**config.mk**
```make
export PLATFORM = sky130hd
export DESIGN_NAME = cld_clk_gate_ctrl
export DESIGN_NICKNAME = d
export VERILOG_FILES = /design/src/rtl/cld_clk_gate_pkg.sv /design/src/rtl/cld_sat_cnt.sv /design/src/rtl/cld_clk_gate_ctrl.sv
export SDC_FILE = /design/constraint.sdc
export NUM_CORES = 1
export LEC_CHECK = 0
export ABC_AREA = 1
export BUFFER_PORTS_ARGS = -buffer_cell sky130_fd_sc_hd__buf_4
export CAP_MARGIN = 20
export CORE_MARGIN = 10
export CORE_UTILIZATION = 42
export DETAILED_ROUTE_END_ITERATION = 12
export PLACE_DENSITY_LB_ADDON = 0.25
export SYNTH_ARGS = -nofsm -noshare
export SYNTH_HDL_FRONTEND = slang
export SYNTH_SLANG_ARGS = --single-unit
export TNS_END_PERCENT = 100
```
**constraint.sdc**
```tcl
create_clock -name clk_i -period 3.24 [get_ports clk_i]
set_input_delay 0.648 -clock clk_i [delete_from_list [all_inputs] [get_ports clk_i]]
set_output_delay 0.648 -clock clk_i [all_outputs]
set_load 0.01 [all_outputs]
```
**src/rtl/cld_clk_gate_pkg.sv**
```systemverilog
// Shared types and width helpers for the auto clock-gating controller.
package cld_clk_gate_pkg;

   // Controller states: clock running, clock gated, clock waking up.
   typedef enum logic [1:0] {
      ST_ON   = 2'd0,
      ST_OFF  = 2'd1,
      ST_WAKE = 2'd2
   } cg_state_t;

   localparam int unsigned IDLE_CYCLES_DEF = 32'd16;
   localparam int unsigned WAKE_CYCLES_DEF = 32'd2;
   localparam int unsigned STAT_W_DEF      = 32'd16;

   // Width of a counter that must hold values 0..n.
   function automatic int unsigned cnt_w(input int unsigned n);
      return $clog2(n + 32'd1);
   endfunction

endpackage

```
**src/rtl/cld_sat_cnt.sv**
```systemverilog
// Saturating event counter: counts inc_i pulses, sticks at all-ones.
module cld_sat_cnt #(
   parameter int unsigned W = 16
) (
   input  logic         clk_i,
   input  logic         clr_i,
   input  logic         inc_i,
   output logic [W-1:0] cnt_o
);

   logic [W-1:0] r_cnt;

   // Synchronous clear has priority; increment only below all-ones.
   always_ff @(posedge clk_i) begin
      if (clr_i) begin
         r_cnt <= {W{1'b0}};
      end else if (inc_i && (r_cnt != {W{1'b1}})) begin
         r_cnt <= r_cnt + W'(1);
      end else begin
         r_cnt <= r_cnt;
      end
   end

   assign cnt_o = r_cnt;

endmodule

```
**src/rtl/cld_clk_gate_ctrl.sv**
```systemverilog
// Auto clock-gating controller. Gates the clock after IDLE_CYCLES idle
// cycles, wakes it on any activity and holds requests off for WAKE_CYCLES.
module cld_clk_gate_ctrl
   import cld_clk_gate_pkg::*;
#(
   parameter int unsigned IDLE_CYCLES = IDLE_CYCLES_DEF,
   parameter int unsigned WAKE_CYCLES = WAKE_CYCLES_DEF,
   parameter int unsigned STAT_W      = STAT_W_DEF
) (
   input  logic              clk_i,
   input  logic              rst_i,
   input  logic              dft_mode_test_mode_i,
   input  logic              sw_force_on_i,
   input  logic              sw_gate_en_i,
   input  logic              busy_i,
   input  logic              req_valid_i,
   output logic              req_ready_o,
   output logic              en_o,
   output logic              gated_o,
   output logic [STAT_W-1:0] stat_gate_cnt_o
);

   localparam int unsigned IDLE_W = cnt_w(IDLE_CYCLES);
   localparam int unsigned WAKE_W = cnt_w(WAKE_CYCLES);
   localparam logic [IDLE_W-1:0] IDLE_LAST = IDLE_W'(IDLE_CYCLES - 32'd1);
   localparam logic [WAKE_W-1:0] WAKE_LAST = WAKE_W'(WAKE_CYCLES - 32'd1);

   cg_state_t         r_state;
   cg_state_t         w_state_nxt;
   logic [IDLE_W-1:0] r_idle_cnt;
   logic [IDLE_W-1:0] w_idle_cnt_nxt;
   logic [WAKE_W-1:0] r_wake_cnt;
   logic [WAKE_W-1:0] w_wake_cnt_nxt;
   logic              r_en;
   logic              r_ready;
   logic              r_gated;
   logic              w_idle;
   logic              w_gate_evt;

   assign w_idle = sw_gate_en_i & ~sw_force_on_i & ~dft_mode_test_mode_i
                 & ~busy_i & ~req_valid_i;

   // Next-state and counter logic; activity always wins over the idle threshold.
   always_comb begin
      w_state_nxt    = r_state;
      w_idle_cnt_nxt = {IDLE_W{1'b0}};
      w_wake_cnt_nxt = {WAKE_W{1'b0}};
      w_gate_evt     = 1'b0;
      case (r_state)
         ST_ON: begin
            if (w_idle) begin
               if (r_idle_cnt == IDLE_LAST) begin
                  w_state_nxt = ST_OFF;
                  w_gate_evt  = 1'b1;
               end else begin
                  w_idle_cnt_nxt = r_idle_cnt + IDLE_W'(1);
               end
            end else begin
               w_idle_cnt_nxt = {IDLE_W{1'b0}};
            end
         end
         ST_OFF: begin
            if (!w_idle) begin
               w_state_nxt = ST_WAKE;
            end else begin
               w_state_nxt = ST_OFF;
            end
         end
         ST_WAKE: begin
            // Once started, the wake sequence always runs to completion.
            if (r_wake_cnt == WAKE_LAST) begin
               w_state_nxt = ST_ON;
            end else begin
               w_wake_cnt_nxt = r_wake_cnt + WAKE_W'(1);
            end
         end
         default: begin
            w_state_nxt = ST_ON;
         end
      endcase
   end

   // State, counters and registered outputs decoded from the next state.
   always_ff @(posedge clk_i) begin
      if (rst_i) begin
         r_state    <= ST_ON;
         r_idle_cnt <= {IDLE_W{1'b0}};
         r_wake_cnt <= {WAKE_W{1'b0}};
         r_en       <= 1'b1;
         r_ready    <= 1'b1;
         r_gated    <= 1'b0;
      end else begin
         r_state    <= w_state_nxt;
         r_idle_cnt <= w_idle_cnt_nxt;
         r_wake_cnt <= w_wake_cnt_nxt;
         r_en       <= (w_state_nxt != ST_OFF);
         r_ready    <= (w_state_nxt == ST_ON);
         r_gated    <= (w_state_nxt == ST_OFF);
      end
   end

   cld_sat_cnt #(
      .W (STAT_W)
   ) u_stat_cnt (
      .clk_i (clk_i),
      .clr_i (rst_i),
      .inc_i (w_gate_evt),
      .cnt_o (stat_gate_cnt_o)
   );

   // Test mode bypasses the register so the clock runs in the same cycle.
   assign en_o        = r_en | dft_mode_test_mode_i;
   assign req_ready_o = r_ready;
   assign gated_o     = r_gated;

endmodule

```
Word level (Yosys, flattened, before mapping)
Cells that the tools add are included.
{"block": "op_classes", "muxes": 8, "eq_ne": 7, "addsub": 3, "n_reduce_logical": 5, "bitwise_logic": 12}
{"cell": "adder 16 x 1 -> 16 bit (second input constant)", "count": 1}
{"cell": "inequality test 16 bit (second input constant)", "count": 1}
{"cell": "2-to-1 mux 2 bit", "count": 4}
{"cell": "NOT 1 bit", "count": 7}
{"cell": "equality test 2 x 1 -> 1 bit (second input constant)", "count": 3}
{"cell": "one-hot mux 2 bit (3 select lines)", "count": 1}
{"cell": "adder 5 x 1 -> 5 bit (second input constant)", "count": 1}
{"cell": "equality test 5 x 4 -> 1 bit (second input constant)", "count": 1}
{"cell": "bitwise AND 1 bit", "count": 4}
{"cell": "zero test 2 bit", "count": 2}
{"cell": "OR reduction 4 bit", "count": 1}
{"cell": "2-to-1 mux 1 bit", "count": 3}
{"cell": "OR reduction 3 bit", "count": 1}
{"cell": "adder 2 x 1 -> 2 bit (second input constant)", "count": 1}
{"cell": "equality test 2 bit (second input constant)", "count": 1}
{"cell": "inequality test 2 x 1 -> 1 bit (second input constant)", "count": 1}
{"cell": "logical AND 1 bit", "count": 1}
{"cell": "OR 1 bit", "count": 1}
{"block": "totals", "register_bits": 28, "output_inout_bits": 19, "in_bits": 7, "wordCells": 42}

Logic depth before layout (Yosys ltp)
{"block": "logic_depth", "ltp_word": 8, "depth_mapped": 10, "ltp_nobuf": 9}

Cells and area by module
Synthesis repeated with hierarchy kept, for this count alone.
{"block": "hier_totals", "hier_cells": 207, "area_unflattened_um2": 1446.4}
{"mod": "cld_sat_cnt", "n_inst": 1, "area_per_inst_um2": 929.6, "seq_area_each_um2": 320.3, "cells_each": 149}
{"mod": "cld_clk_gate_ctrl", "n_inst": 1, "area_per_inst_um2": 516.7, "seq_area_each_um2": 240.2, "cells_each": 58}

Worst setup path before layout
OpenSTA, ideal clock, no wires.
{"block": "synth_path", "path_type": "flip-flop to flip-flop", "from": "register u_stat_cnt.r_cnt[0] (netlist: u_stat_cnt.cnt_o[0])", "to": "register u_stat_cnt.r_cnt[5] (netlist: u_stat_cnt.cnt_o[5])", "stages_incl_launch_ff": 10, "period_less_slack_ns": 1.633, "setup_slack_ns": 1.607, "n_path_buf": 1, "setup_time_ns": 0.140, "t_arrival_ns": 1.493, "required_time_ns": 3.100, "path_cell_list": "dfxtp_1 ha_1 inv_1 nor2_4 nand2_2 nor2_4 nor2_2 buf_4 nand2_1 a21oi_2"}
{"block": "synth_via", "elab_chain_cells": 2, "elab_cells_between_ends": 3, "cone_classes": "add/sub (1); eq/ne (1); reduce/logical (1)"}
{"element": "start: declaration", "line": "cld_sat_cnt.sv:11", "rtl": "logic [W-1:0] r_cnt;"}
{"element": "start signal: assignment", "line": "cld_sat_cnt.sv:16", "rtl": "r_cnt <= {W{1'b0}};"}
{"element": "start signal: assignment", "line": "cld_sat_cnt.sv:18", "rtl": "r_cnt <= r_cnt + W'(1);"}
{"element": "start signal: assignment", "line": "cld_sat_cnt.sv:20", "rtl": "r_cnt <= r_cnt;"}
{"element": "parallel branches: the longest is 2 deep, another holds adder 16 x 1 -> 16 bit"}
Parallel ways; which one is timed is not known.
A chain may end at the register's enable or synchronous reset.

Worst setup path in the final report
{"block": "layout_path", "from": "register r_idle_cnt[0]", "to": "register u_stat_cnt.r_cnt[2] (netlist: u_stat_cnt.cnt_o[2])"}
{"block": "layout_via", "elab_chain_cells": 5}
{"element": "start: declaration", "line": "cld_clk_gate_ctrl.sv:30", "rtl": "logic [IDLE_W-1:0] r_idle_cnt;"}
{"element": "start signal: assignment", "line": "cld_clk_gate_ctrl.sv:87", "rtl": "r_idle_cnt <= {IDLE_W{1'b0}};"}
{"element": "start signal: assignment", "line": "cld_clk_gate_ctrl.sv:94", "rtl": "r_idle_cnt <= w_idle_cnt_nxt;"}
{"element": "equality test 5 x 4 -> 1 bit", "line": "cld_clk_gate_ctrl.sv:52", "rtl": "if (r_idle_cnt == IDLE_LAST) begin"}
{"element": "2-to-1 mux 1 bit", "line": "cld_clk_gate_ctrl.sv:52"}
{"element": "2-to-1 mux 1 bit", "line": "cld_clk_gate_ctrl.sv:51", "rtl": "if (w_idle) begin"}
{"element": "2-to-1 mux 1 bit", "line": "cld_clk_gate_ctrl.sv:49", "rtl": "case (r_state)"}
{"element": "logical AND 1 bit", "line": "cld_sat_cnt.sv:17", "rtl": "end else if (inc_i && (r_cnt != {W{1'b1}})) begin"}
Every way passes these cells.

==> results.py <==
metrics = {
    "worst_setup_path": {
        "required_ps": 3520,
        "r2r_start": "r_idle_cnt[0]",
        "arrival_ps": 2180,
        "slowest_delay_ps": 510,
        "cp_max_fo": 16,
        "critPathLaunchType": "flop",
        "crit_path_end_kind": "flop",
        "path_cells": "ha_1 > nand2_1 > nor2_1 > ha_1 > nand4_1 > nor2_2 > nand2_1 > a21oi_2",
        "startpoint": "r_idle_cnt[0]",
        "path_class": "flop to flop",
        "ff2ff_setup_slack_ps": 1340,
        "slowest_stage": "nor2_2",
    },
    "final_layout": {
        "area_delta_synth_final_pct": 17.7,
        "layout-drive-gt1-share_pct": 19.4,
        "fill_cells": 337,
        "fin_area_mm2": 0.00170,
        "layout.nets": 244,
        "final_cells": 278,
        "diodes": 0,
        "final_util_pct": 51.0,
    },
    "global_routing": {
        "grt_pass1_vias": 1199,
        "grt-ovfl-total": 0,
        "grt_max_degree": 20,
        "grt_first_pass_wirelength_um": 5180,
        "antenna_found_initial": 0,
        "grt_usage_pct": 9.97,
    },
    "worst_hold_path": {
        "holdCritPathClass": "flop to flop",
        "hp-start": "r_wake_cnt[0]",
    },
    "place": {
        "dpl_worst_slack_ps": 1200,
        "dpl_cell_area_mm2": 0.00166,
        "place_inst": 274,
        "hpwlAfterDp_um": 2280,
        "gp_congestion": 0.835,
        "place.port_buffers": 25,
    },
    "clock_network": {
        "numCtsBuffers": 3,
        "cts_tree": "done",
        "root_buffer": "clkbuf_4",
        "cts_resized": 0,
        "cts_hold_buf": 0,
        "clock_sinks": 28,
        "post_cts_buffers": 0,
        "cts_max_path_buffers": 2,
        "h-tree-depth": 1,
        "insertion_delay_ps": 320,
        "cts.clk_slew.worst_paths_ps": 150,
    },
    "timing": {
        "hold_viol": 0,
        "setup_tns_ps": 0,
        "setup_ws_ps": 1340,
        "post-route-period-util_pct": 58.8,
        "relSlewSlack_pct": 58.8,
        "fin_skew_ps": 2.56,
        "fin_crit_ps": 1900,
        "fmax_mhz": 525,
        "slew_viol_final": 0,
        "setup_viol": 0,
        "tightest_slew_ps": 618,
        "rsz0062_at_grt": "false",
    },
    "logic_synthesis": {
        "syn_inst": 207,
        "ys_warn_count": 0,
        "yosysSeqAreaShare_pct": 38.8,
        "synth.ff_latch_count": 28,
        "syn_area_mm2": 0.00145,
        "synth.distinct_cells": 25,
        "syn_avg_cell_area_um2": 6.98,
        "synthesis.nets": 218,
    },
    "floorplanning": {
        "core_mm2": 0.00334,
        "die_y_um": 78.7,
        "die_w_um": 78.7,
        "ioPinCount": 26,
        "rows": 21,
        "die-area_mm2": 0.00619,
        "initial_core_util_pct": 43.3,
    },
    "detailed_routing": {
        "viasPerCell": 4.67,
        "wl_per_cell_um": 11.0,
        "vias": 1297,
        "ant_nets": 0,
        "drt_iter0_markers": 73,
        "wl_um": 3050,
        "drt_first_pass_iters": 4,
        "drc": 0,
    },
    "pwr": {
        "power_density_mw_per_mm2": 312,
        "p_leak_nw": 0.622,
        "peakVddDrop_v": 0.000132,
    },
    "status": {
        "status": "completed",
    },
    "job": {
        "maxCapViolCount": 0,
    },
}
-- metal layers --
| metal | GRT usage, % | part of all wire (%) | vias up |
|---|---|---|---|
| li1 | - | - | 702 |
| met1 | 11.0 | 48 | 570 |
| met2 | 17.3 | 45 | 23 |
| met3 | 3.99 | 6.5 | 2 |
| met4 | 2.69 | 0.69 | 0 |
| met5 | 0 | 0 | - |
-- area by class of cell --
class,instances,area [um^2],share of cell area (%)
Sequential cell,28,561,33.0
Clock buffer,4,36.3,2.13
Multi-Input combinational cell,156,787,46.3
Tap cell,46,57.6,3.38
Inverter,19,71.3,4.19
Timing Repair Buffer,25,188,11.0
-- registers in the layout, indices dropped and copies added, names as in the netlist --
name and count:
u_stat_cnt.cnt_o 16, r_idle_cnt 5, r_state 2, r_wake_cnt 2, gated_o 1, r_en 1, req_ready_o 1
-- metrics by stage --
| step | total power [mW] | hold slack [ps] |
|---|---|---|
| 5_1_grt | 0.548 | 450 |
| 4_1_cts | 0.540 | 435 |
| 3_5_place_dp | 0.366 | 414 |
| 2_1_floorplan | 0.358 | 398 |
| 6_report | 0.530 | 430 |
| 3_3_place_gp | 0.366 | 414 |
-- critical path: cells and delay by family, from the launching register on --
kind / cells / cell delay, ps
simple gates: 5 / 960
flops: 1 / 380
fa+ha+maj: 2 / 370
compound gates: 1 / 150
-- where the power goes --
group	total [mW]	internal, mW	switching (mW)
clock network	0.172	0.0687	0.103
logic	0.0134	0.00555	0.00784
registers	0.345	0.345	0.0000936
-- layout by cell type (no fill, tap or decap), drive strengths merged, types with 6 or more instances in the layout --
cell type	netlist	final
dfxtp	28	28
nand2	70	70
inv	19	19
nand3	9	9
nor2	33	33
buf	2	25
nand4	6	6
a21oi	16	16
-- synthesized netlist by cell type (all sizes together) --
master  instances  area [um^2]
nor3b           1         7.51
or2             1         6.26
inv            19         71.3
xnor2           4         35.0
nand2          70          273
nor3            2         10.0
nand4           6         37.5
nor4            1         6.26
nor2           33          144
clkbuf          2         7.51
a21oi          16          110
and3            2         12.5
nand3           9         45.0
buf             2         18.8
xor2            4         35.0
o21ai           3         15.0
ha              4         50.1
dfxtp          28          561
-- final timing paths --
check	to	depth (start not counted)
setup / recovery	u_stat_cnt.cnt_o[2]	8
hold / removal	r_wake_cnt[0]	1
setup reg to reg	u_stat_cnt.cnt_o[2]	8
hold reg to reg	r_wake_cnt[0]	1
-- logic make-up (layout without fill, tap and decap cells) --
| family | count (synthesis) | in the layout | share of synthesized area, % |
|---|---|---|---|
| simple gates | 125 | 125 | 37.5 |
| compound gates | 19 | 19 | 8.66 |
| xor+xnor | 8 | 8 | 4.85 |
| fa+ha+maj | 4 | 4 | 3.46 |
| buf+inv | 23 | 48 | 6.75 |
| flops | 28 | 28 | 38.8 |
No activity file was read; power rests on OpenSTA's default activity.
